`config.mk`:
```
export PLATFORM = sky130hd
export DESIGN_NAME = coeff_dispatch
export DESIGN_NICKNAME = d
export VERILOG_FILES = /design/src/rtl/coeff_pkg.sv /design/src/rtl/coeff_dispatch.sv
export SDC_FILE = /design/constraint.sdc
export NUM_CORES = 1
export LEC_CHECK = 0
export ABC_AREA = 1
export CORE_MARGIN = 4
export CORE_UTILIZATION = 45
export DETAILED_ROUTE_END_ITERATION = 6
export PLACE_DENSITY = 0.75
export REMOVE_ABC_BUFFERS = 1
export SLEW_MARGIN = 20
export SYNTH_ARGS = -nofsm -noshare
export SYNTH_HDL_FRONTEND = slang
export SYNTH_SLANG_ARGS = --single-unit
```
`constraint.sdc`:
```
create_clock -name clk -period 27 [get_ports clk]
set_input_delay 8.1 -clock clk [delete_from_list [all_inputs] [get_ports clk]]
set_output_delay 8.1 -clock clk [all_outputs]
set_load 0.02 [all_outputs]
```
`src/rtl/coeff_pkg.sv`:
```
// Shared coefficient-link definitions for the coefficient dispatcher and collector.
// COEFF_DISPATCH_CHECKSUM_EN adds the CSUM state and the checksum helper.
package coeff_pkg;

    localparam int unsigned NUM_COEFF = 9;
    localparam int unsigned COEFF_W   = 9;
    localparam int unsigned IDX_W     = $clog2(NUM_COEFF + 1);

    typedef logic [COEFF_W-1:0] coeff_t;
    typedef logic [IDX_W-1:0]   coeff_idx_t;

    localparam coeff_idx_t LAST_IDX = coeff_idx_t'(NUM_COEFF - 1);
    localparam coeff_idx_t CSUM_IDX = coeff_idx_t'(NUM_COEFF);

`ifdef COEFF_DISPATCH_CHECKSUM_EN
    typedef enum logic [1:0] {
        IDLE = 2'd0,
        SEND = 2'd1,
        CSUM = 2'd2
    } state_t;

    // Modulo-2^COEFF_W sum of the raw coefficient bit patterns.
    function automatic coeff_t coeff_sum(input logic [NUM_COEFF-1:0][COEFF_W-1:0] c);
        coeff_t s;
        s = '0;
        for (int unsigned i = 0; i < NUM_COEFF; i++) begin
            s = s + c[i];
        end
        return s;
    endfunction
`else
    typedef enum logic [1:0] {
        IDLE = 2'd0,
        SEND = 2'd1
    } state_t;
`endif

endpackage

```
`src/rtl/coeff_dispatch.sv`:
```
// Streams one captured coefficient set out one coefficient per beat over valid/ready.
// Define COEFF_DISPATCH_CHECKSUM_EN to append a checksum beat after the last coefficient.
module coeff_dispatch
    import coeff_pkg::*;
(
    input  logic                              clk,
    input  logic                              rst,
    input  logic                              load_valid,
    output logic                              load_ready,
    input  logic [NUM_COEFF-1:0][COEFF_W-1:0] load_coeffs,
    output logic                              dst_valid,
    input  logic                              dst_ready,
    output logic [COEFF_W-1:0]                dst_data,
    output logic [IDX_W-1:0]                  dst_idx,
    output logic                              dst_last,
    output logic                              busy
);

    state_t     state;
    coeff_idx_t idx;
    coeff_t     coeff_r [NUM_COEFF];
    logic       capture;

    assign capture = (state == IDLE) && load_valid;

`ifdef COEFF_DISPATCH_CHECKSUM_EN
    coeff_t csum_r;

    always_ff @(posedge clk) begin
        if (rst) begin
            csum_r <= '0;
        end else if (capture) begin
            csum_r <= coeff_sum(load_coeffs);
        end
    end
`endif

    // Capture array needs no reset: it is only observable after a load.
    always_ff @(posedge clk) begin
        if (!rst && capture) begin
            for (int unsigned i = 0; i < NUM_COEFF; i++) begin
                coeff_r[i] <= load_coeffs[i];
            end
        end
    end

    always_ff @(posedge clk) begin
        if (rst) begin
            state <= IDLE;
            idx   <= '0;
        end else begin
            case (state)
                IDLE: begin
                    if (load_valid) begin
                        idx   <= '0;
                        state <= SEND;
                    end
                end
                SEND: begin
                    if (dst_ready) begin
                        if (idx == LAST_IDX) begin
`ifdef COEFF_DISPATCH_CHECKSUM_EN
                            state <= CSUM;
`else
                            state <= IDLE;
`endif
                        end else begin
                            idx <= idx + 1'b1;
                        end
                    end
                end
`ifdef COEFF_DISPATCH_CHECKSUM_EN
                CSUM: begin
                    if (dst_ready) begin
                        state <= IDLE;
                    end
                end
`endif
                default: state <= IDLE;
            endcase
        end
    end

    // Outputs decode registered state only; dst_ready never reaches them combinationally.
    always_comb begin
        load_ready = (state == IDLE);
        busy       = (state != IDLE);
        dst_valid  = 1'b0;
        dst_data   = '0;
        dst_idx    = '0;
        dst_last   = 1'b0;
        case (state)
            SEND: begin
                dst_valid = 1'b1;
                dst_data  = coeff_r[idx];
                dst_idx   = idx;
`ifndef COEFF_DISPATCH_CHECKSUM_EN
                dst_last  = (idx == LAST_IDX);
`endif
            end
`ifdef COEFF_DISPATCH_CHECKSUM_EN
            CSUM: begin
                dst_valid = 1'b1;
                dst_data  = csum_r;
                dst_idx   = CSUM_IDX;
                dst_last  = 1'b1;
            end
`endif
            default: ;
        endcase
    end

endmodule

```
==> report_table.html <==
<table>
<tr><th>Metric</th><th>Value</th></tr>
<tr><th colspan="2">Run status</th></tr>
<tr><td>Outcome</td><td>finished clean</td></tr>
<tr><th colspan="2">Clock network</th></tr>
<tr><td>Root buffer cell</td><td>sky130_fd_sc_hd__clkbuf_8</td></tr>
<tr><td>Clk_lat worst skew</td><td>~0.35 ns</td></tr>
<tr><td>CTS max path bufs</td><td>2</td></tr>
<tr><td>Max H-tree Level</td><td>3</td></tr>
<tr><td>Clock slew at the register clock pins of the worst setup and hold paths</td><td>~0.080 ns</td></tr>
<tr><td>Post-CTS Setup Inserts</td><td>0</td></tr>
<tr><td>Number of resized instances in the post-cts repair step</td><td>0</td></tr>
<tr><td>Num Clock Sinks</td><td>90</td></tr>
<tr><td>CTS hold repair buffers</td><td>0</td></tr>
<tr><td>TritonCTS buffer count</td><td>9</td></tr>
<tr><td>TritonCTS clock tree</td><td>done</td></tr>
<tr><th colspan="2">Layout</th></tr>
<tr><td>Area growth syn-to-layout</td><td>33.73%</td></tr>
<tr><td>Fraction of final layout cells with drive strength greater than 1</td><td>0.05479</td></tr>
<tr><td>Layout fillers</td><td>~640</td></tr>
<tr><td>Area used by multi-input combinational logic</td><td>around 890 sq um</td></tr>
<tr><td>Post-route cell area</td><td>0.005010 sq mm</td></tr>
<tr><td>Antenna diode instance count</td><td>0</td></tr>
<tr><td>Final #Nets</td><td>520</td></tr>
<tr><td>Sequential cell area</td><td>0.002613 sq mm</td></tr>
<tr><td>Utilization after layout</td><td>0.6128</td></tr>
<tr><td>Cell Count, Final, Fillers Out</td><td>~540</td></tr>
<tr><th colspan="2">Timing</th></tr>
<tr><td>Post-layout minimum cycle time</td><td>between 10 and 15 ns</td></tr>
<tr><td>Final-report max-slew violation count</td><td>0</td></tr>
<tr><td>Final cycle utilization of the critical path</td><td>0.3997</td></tr>
<tr><td>Final sum of negative setup slack</td><td>0 ns</td></tr>
<tr><td>Final setup violation count</td><td>0</td></tr>
<tr><td>Final Hold Fails</td><td>0</td></tr>
<tr><td>Achievable Freq</td><td>slightly above 0.09 GHz</td></tr>
<tr><td>Slew of the pin with the lowest slew margin</td><td>around 0.83 ns</td></tr>
<tr><td>Clock skew</td><td>a little over 0.009 ns</td></tr>
<tr><td>Relative slew slack</td><td>0.4489</td></tr>
<tr><td>Minimum hold slack</td><td>about 0.57 ns</td></tr>
<tr><td>RSZ-0062 raised after global routing</td><td>no</td></tr>
<tr><th colspan="2">Place</th></tr>
<tr><td>Gpl congestion</td><td>slightly above 0.8</td></tr>
<tr><td>Cell area after placement</td><td>between 0.004 and 0.005 sq mm</td></tr>
<tr><td>Number of cells in the design after placement</td><td>about 530</td></tr>
<tr><td>DP HPWL</td><td>between 5000 and 6000 um</td></tr>
<tr><td>Input/output buffers</td><td>~100</td></tr>
<tr><th colspan="2">Floorplan</th></tr>
<tr><td>Effective utilization at floorplan</td><td>0.4582</td></tr>
<tr><td>Number of standard-cell rows in the floorplan</td><td>33</td></tr>
<tr><td>Die Y-Extent</td><td>approximately 99 um</td></tr>
<tr><td>Core box area</td><td>about 0.008 sq mm</td></tr>
<tr><td>Top-Level Pins</td><td>around 100</td></tr>
<tr><td>Horizontal die dimension</td><td>about 100 um</td></tr>
<tr><td>Total die area</td><td>about 0.0098 sq mm</td></tr>
<tr><th colspan="2">Synthesis</th></tr>
<tr><td>Most instantiated library cell after synthesis</td><td>sky130_fd_sc_hd__nand2_1</td></tr>
<tr><td>Share of flip-flops with an asynchronous set or reset</td><td>0</td></tr>
<tr><td>Mapped Cells</td><td>between 300 and 400</td></tr>
<tr><td>Unique masters post-synth</td><td>22</td></tr>
<tr><td>Biggest area contributors in the synthesized netlist</td><td>sky130_fd_sc_hd__edfxtp_1 65%, sky130_fd_sc_hd__nand2_1 9.4%, sky130_fd_sc_hd__nand3_1 8.8%</td></tr>
<tr><td>Netlist area before placement</td><td>roughly 0.0037 sq mm</td></tr>
<tr><td>Most used flip-flop cell after synthesis</td><td>sky130_fd_sc_hd__edfxtp_1</td></tr>
<tr><td>Post-synth EDFFs</td><td>roughly 80</td></tr>
<tr><td>Cell taking the most area after synthesis</td><td>sky130_fd_sc_hd__edfxtp_1</td></tr>
<tr><td>Commonest cells in the synthesized netlist</td><td>94 x sky130_fd_sc_hd__nand2_1, 81 x sky130_fd_sc_hd__edfxtp_1, 66 x sky130_fd_sc_hd__nand3_1</td></tr>
<tr><td>Count of synthesis-stage warnings from yosys</td><td>0</td></tr>
<tr><td>Post-synth top area share</td><td>0.6493</td></tr>
<tr><td>Number of synthesized register bits</td><td>90</td></tr>
<tr><td>Sequential share of the synthesized area</td><td>0.6974</td></tr>
<tr><td>Average instance area after synthesis</td><td>between 10 and 15 sq um</td></tr>
<tr><th colspan="2">Drt</th></tr>
<tr><td>Antenna viol nets, final</td><td>0</td></tr>
<tr><td>Total iterations of the first detailed-routing run</td><td>4</td></tr>
<tr><td>Via total after detailed routing</td><td>2711</td></tr>
<tr><td>DRC marker count from the first detailed-route iteration</td><td>between 150 and 200</td></tr>
<tr><td>Post-detailed-route DRC marker count</td><td>0</td></tr>
<tr><td>Drt wl/cell</td><td>between 15 and 20 um</td></tr>
<tr><td>Via count normalized by instance count</td><td>4.993</td></tr>
<tr><td>Sum of routed wire length over all layers</td><td>approximately 8500 um</td></tr>
<tr><th colspan="2">Setup path</th></tr>
<tr><td>Max incr delay on CP</td><td>0.74 ns</td></tr>
<tr><td>Worst reg-to-reg path cell count</td><td>6</td></tr>
<tr><td>Largest fanout on the critical path</td><td>36</td></tr>
<tr><td>Capture instance of the worst register-to-register path</td><td>coeff_r[5][6]$_DFFE_PP_</td></tr>
<tr><td>Worst R2R Setup Slack</td><td>between 20 and 25 ns</td></tr>
<tr><td>Worst path slowest cell</td><td>sky130_fd_sc_hd__dfxtp_1</td></tr>
<tr><td>Worst Setup Start Kind</td><td>flop</td></tr>
<tr><td>Most common cell on crit path</td><td>sky130_fd_sc_hd__nand3_1</td></tr>
<tr><td>Worst Setup End Kind</td><td>primary output</td></tr>
<tr><td>Crit Reg-Reg Startpoint</td><td>idx[0]$_SDFFE_PP0P_</td></tr>
<tr><td>Family with the most delay on the worst path</td><td>buffers and inverters</td></tr>
<tr><td>Critical path buffers and inverters</td><td>4</td></tr>
<tr><td>Crit Path Class</td><td>reg -&gt; out</td></tr>
<tr><td>WP data required</td><td>around 19 ns</td></tr>
<tr><td>Cells traversed along the worst timing path</td><td>buf_4, inv_6, nand2_1, nand3_1, nand3_1, nand3_1, nand2_1, inv_1, clkdlybuf4s50_1</td></tr>
<tr><td>Critical Path AT</td><td>about 2.7 ns</td></tr>
<tr><th colspan="2">Global route</th></tr>
<tr><td>Wire length of the first global-routing pass</td><td>around 13000 um</td></tr>
<tr><td>Antenna violations before repair</td><td>0</td></tr>
<tr><td>Via count of the first global-routing pass</td><td>between 2k and 3k</td></tr>
<tr><td>Overall routing resource usage</td><td>0.1778</td></tr>
<tr><td>Pin count of the biggest net entering global routing</td><td>56</td></tr>
<tr><td>Overflow left after global routing</td><td>0</td></tr>
<tr><th colspan="2">Worst hold path</th></tr>
<tr><td>Hold-critical path depth</td><td>2</td></tr>
<tr><td>Destination of the worst hold path</td><td>idx[3]$_SDFFE_PP0P_</td></tr>
<tr><td>Origin of the worst min-delay path</td><td>idx[3]$_SDFFE_PP0P_</td></tr>
<tr><td>Worst hold path type</td><td>reg -&gt; reg</td></tr>
<tr><th colspan="2">Power</th></tr>
<tr><td>Power per standard cell area</td><td>roughly 60 mW/mm^2</td></tr>
<tr><td>Maximum ir drop on the vdd rail</td><td>37.17 uV</td></tr>
<tr><td>Static power due to leakage</td><td>1.945 nW</td></tr>
<tr><th colspan="2">Flow run</th></tr>
<tr><td>Number of maximum-capacitance constraint violations</td><td>0</td></tr>
</table>
==> per-layer routing <==
metal  routed length [um]  GRT usage  vias up
met3                  568    0.03717        6
met5                    0          0        -
met1                 3337     0.2145     1259
met2                 4525     0.3099      116
li1                     -          -     1330
met4                   97    0.07353        0
==> state kept, by name, summed over array words and instances, names as in the netlist, named ones only <==
register,count
coeff_r,81
idx,4
state,1
==> worst register-to-register path, stage by stage (launching register included) <==
cell                      delay (ns)
sky130_fd_sc_hd__dfxtp_1        0.42
sky130_fd_sc_hd__inv_1          0.09
sky130_fd_sc_hd__ha_1           0.23
sky130_fd_sc_hd__nand4_2        0.15
sky130_fd_sc_hd__nand3_4        0.11
sky130_fd_sc_hd__nor3_2         0.17
sky130_fd_sc_hd__buf_4          0.60
==> cell type report <==
type | instances | area share
sequential | 90 | 0.5215
timing repair buffer | 104 | 0.2063
multi-input combinational | 198 | 0.1786
tap | 105 | 0.02622
clock buffer | 9 | 0.02473
inverter | 30 | 0.02398
clock inverter | 7 | 0.01873
==> power by group <==
part	leakage [nW]	switching (W)	total (W)	internal (W)
logic	1.01	0.0000146	0.0000313	0.0000167
clock network	0.107	0.0000466	0.0000985	0.0000520
registers	0.825	0.00000285	0.000162	0.000159
==> worst max-delay path by stage <==
stage / cells after the start / to / start / slack (ns)
3_5_place_dp: 9 / dst_data[8] / flop / 16.61
2_1_floorplan: 4 / coeff_r[0][0]$_DFFE_PP_ / dst_ready / 12.55
4_1_cts: 9 / dst_data[8] / flop / 16.19
6_report: 9 / dst_data[8] / flop / 16.21
3_3_place_gp: 9 / dst_data[8] / flop / 16.68
5_1_grt: 9 / dst_data[0] / flop / 15.99
==> cells in the final DEF, fill, tap and decap left out, types with 2 or more instances in the layout <==
cell,count
sky130_fd_sc_hd__clkdlybuf4s50_1,101
sky130_fd_sc_hd__nand2_1,94
sky130_fd_sc_hd__edfxtp_1,81
sky130_fd_sc_hd__nand3_1,66
sky130_fd_sc_hd__inv_1,26
sky130_fd_sc_hd__nor2_1,22
sky130_fd_sc_hd__dfxtp_1,9
sky130_fd_sc_hd__clkbuf_8,9
sky130_fd_sc_hd__a21oi_1,5
sky130_fd_sc_hd__clkinv_1,3
sky130_fd_sc_hd__buf_4,3
sky130_fd_sc_hd__o21ai_0,2
sky130_fd_sc_hd__nand4_1,2
sky130_fd_sc_hd__ha_1,2
sky130_fd_sc_hd__bufinv_16,2
sky130_fd_sc_hd__clkinv_4,2
==> stage by stage <==
step | worst slack [ns] | power (W)
2_1_floorplan | 12.55 | 0.0001779
3_3_place_gp | 16.68 | 0.0001959
3_5_place_dp | 16.61 | 0.0001965
4_1_cts | 16.19 | 0.0002950
5_1_grt | 15.99 | 0.0003025
6_report | 16.21 | 0.0002920
==> cell families (layout without fill, tap and decap cells) <==
group | Yosys count | after routing | synth area share
compound gates | 8 | 8 | 0.01136
buf+inv | 45 | 150 | 0.06513
fa+ha+maj | 2 | 2 | 0.006679
simple gates | 188 | 188 | 0.2194
flops | 90 | 90 | 0.6974
(Power assumes the default switching activity.)
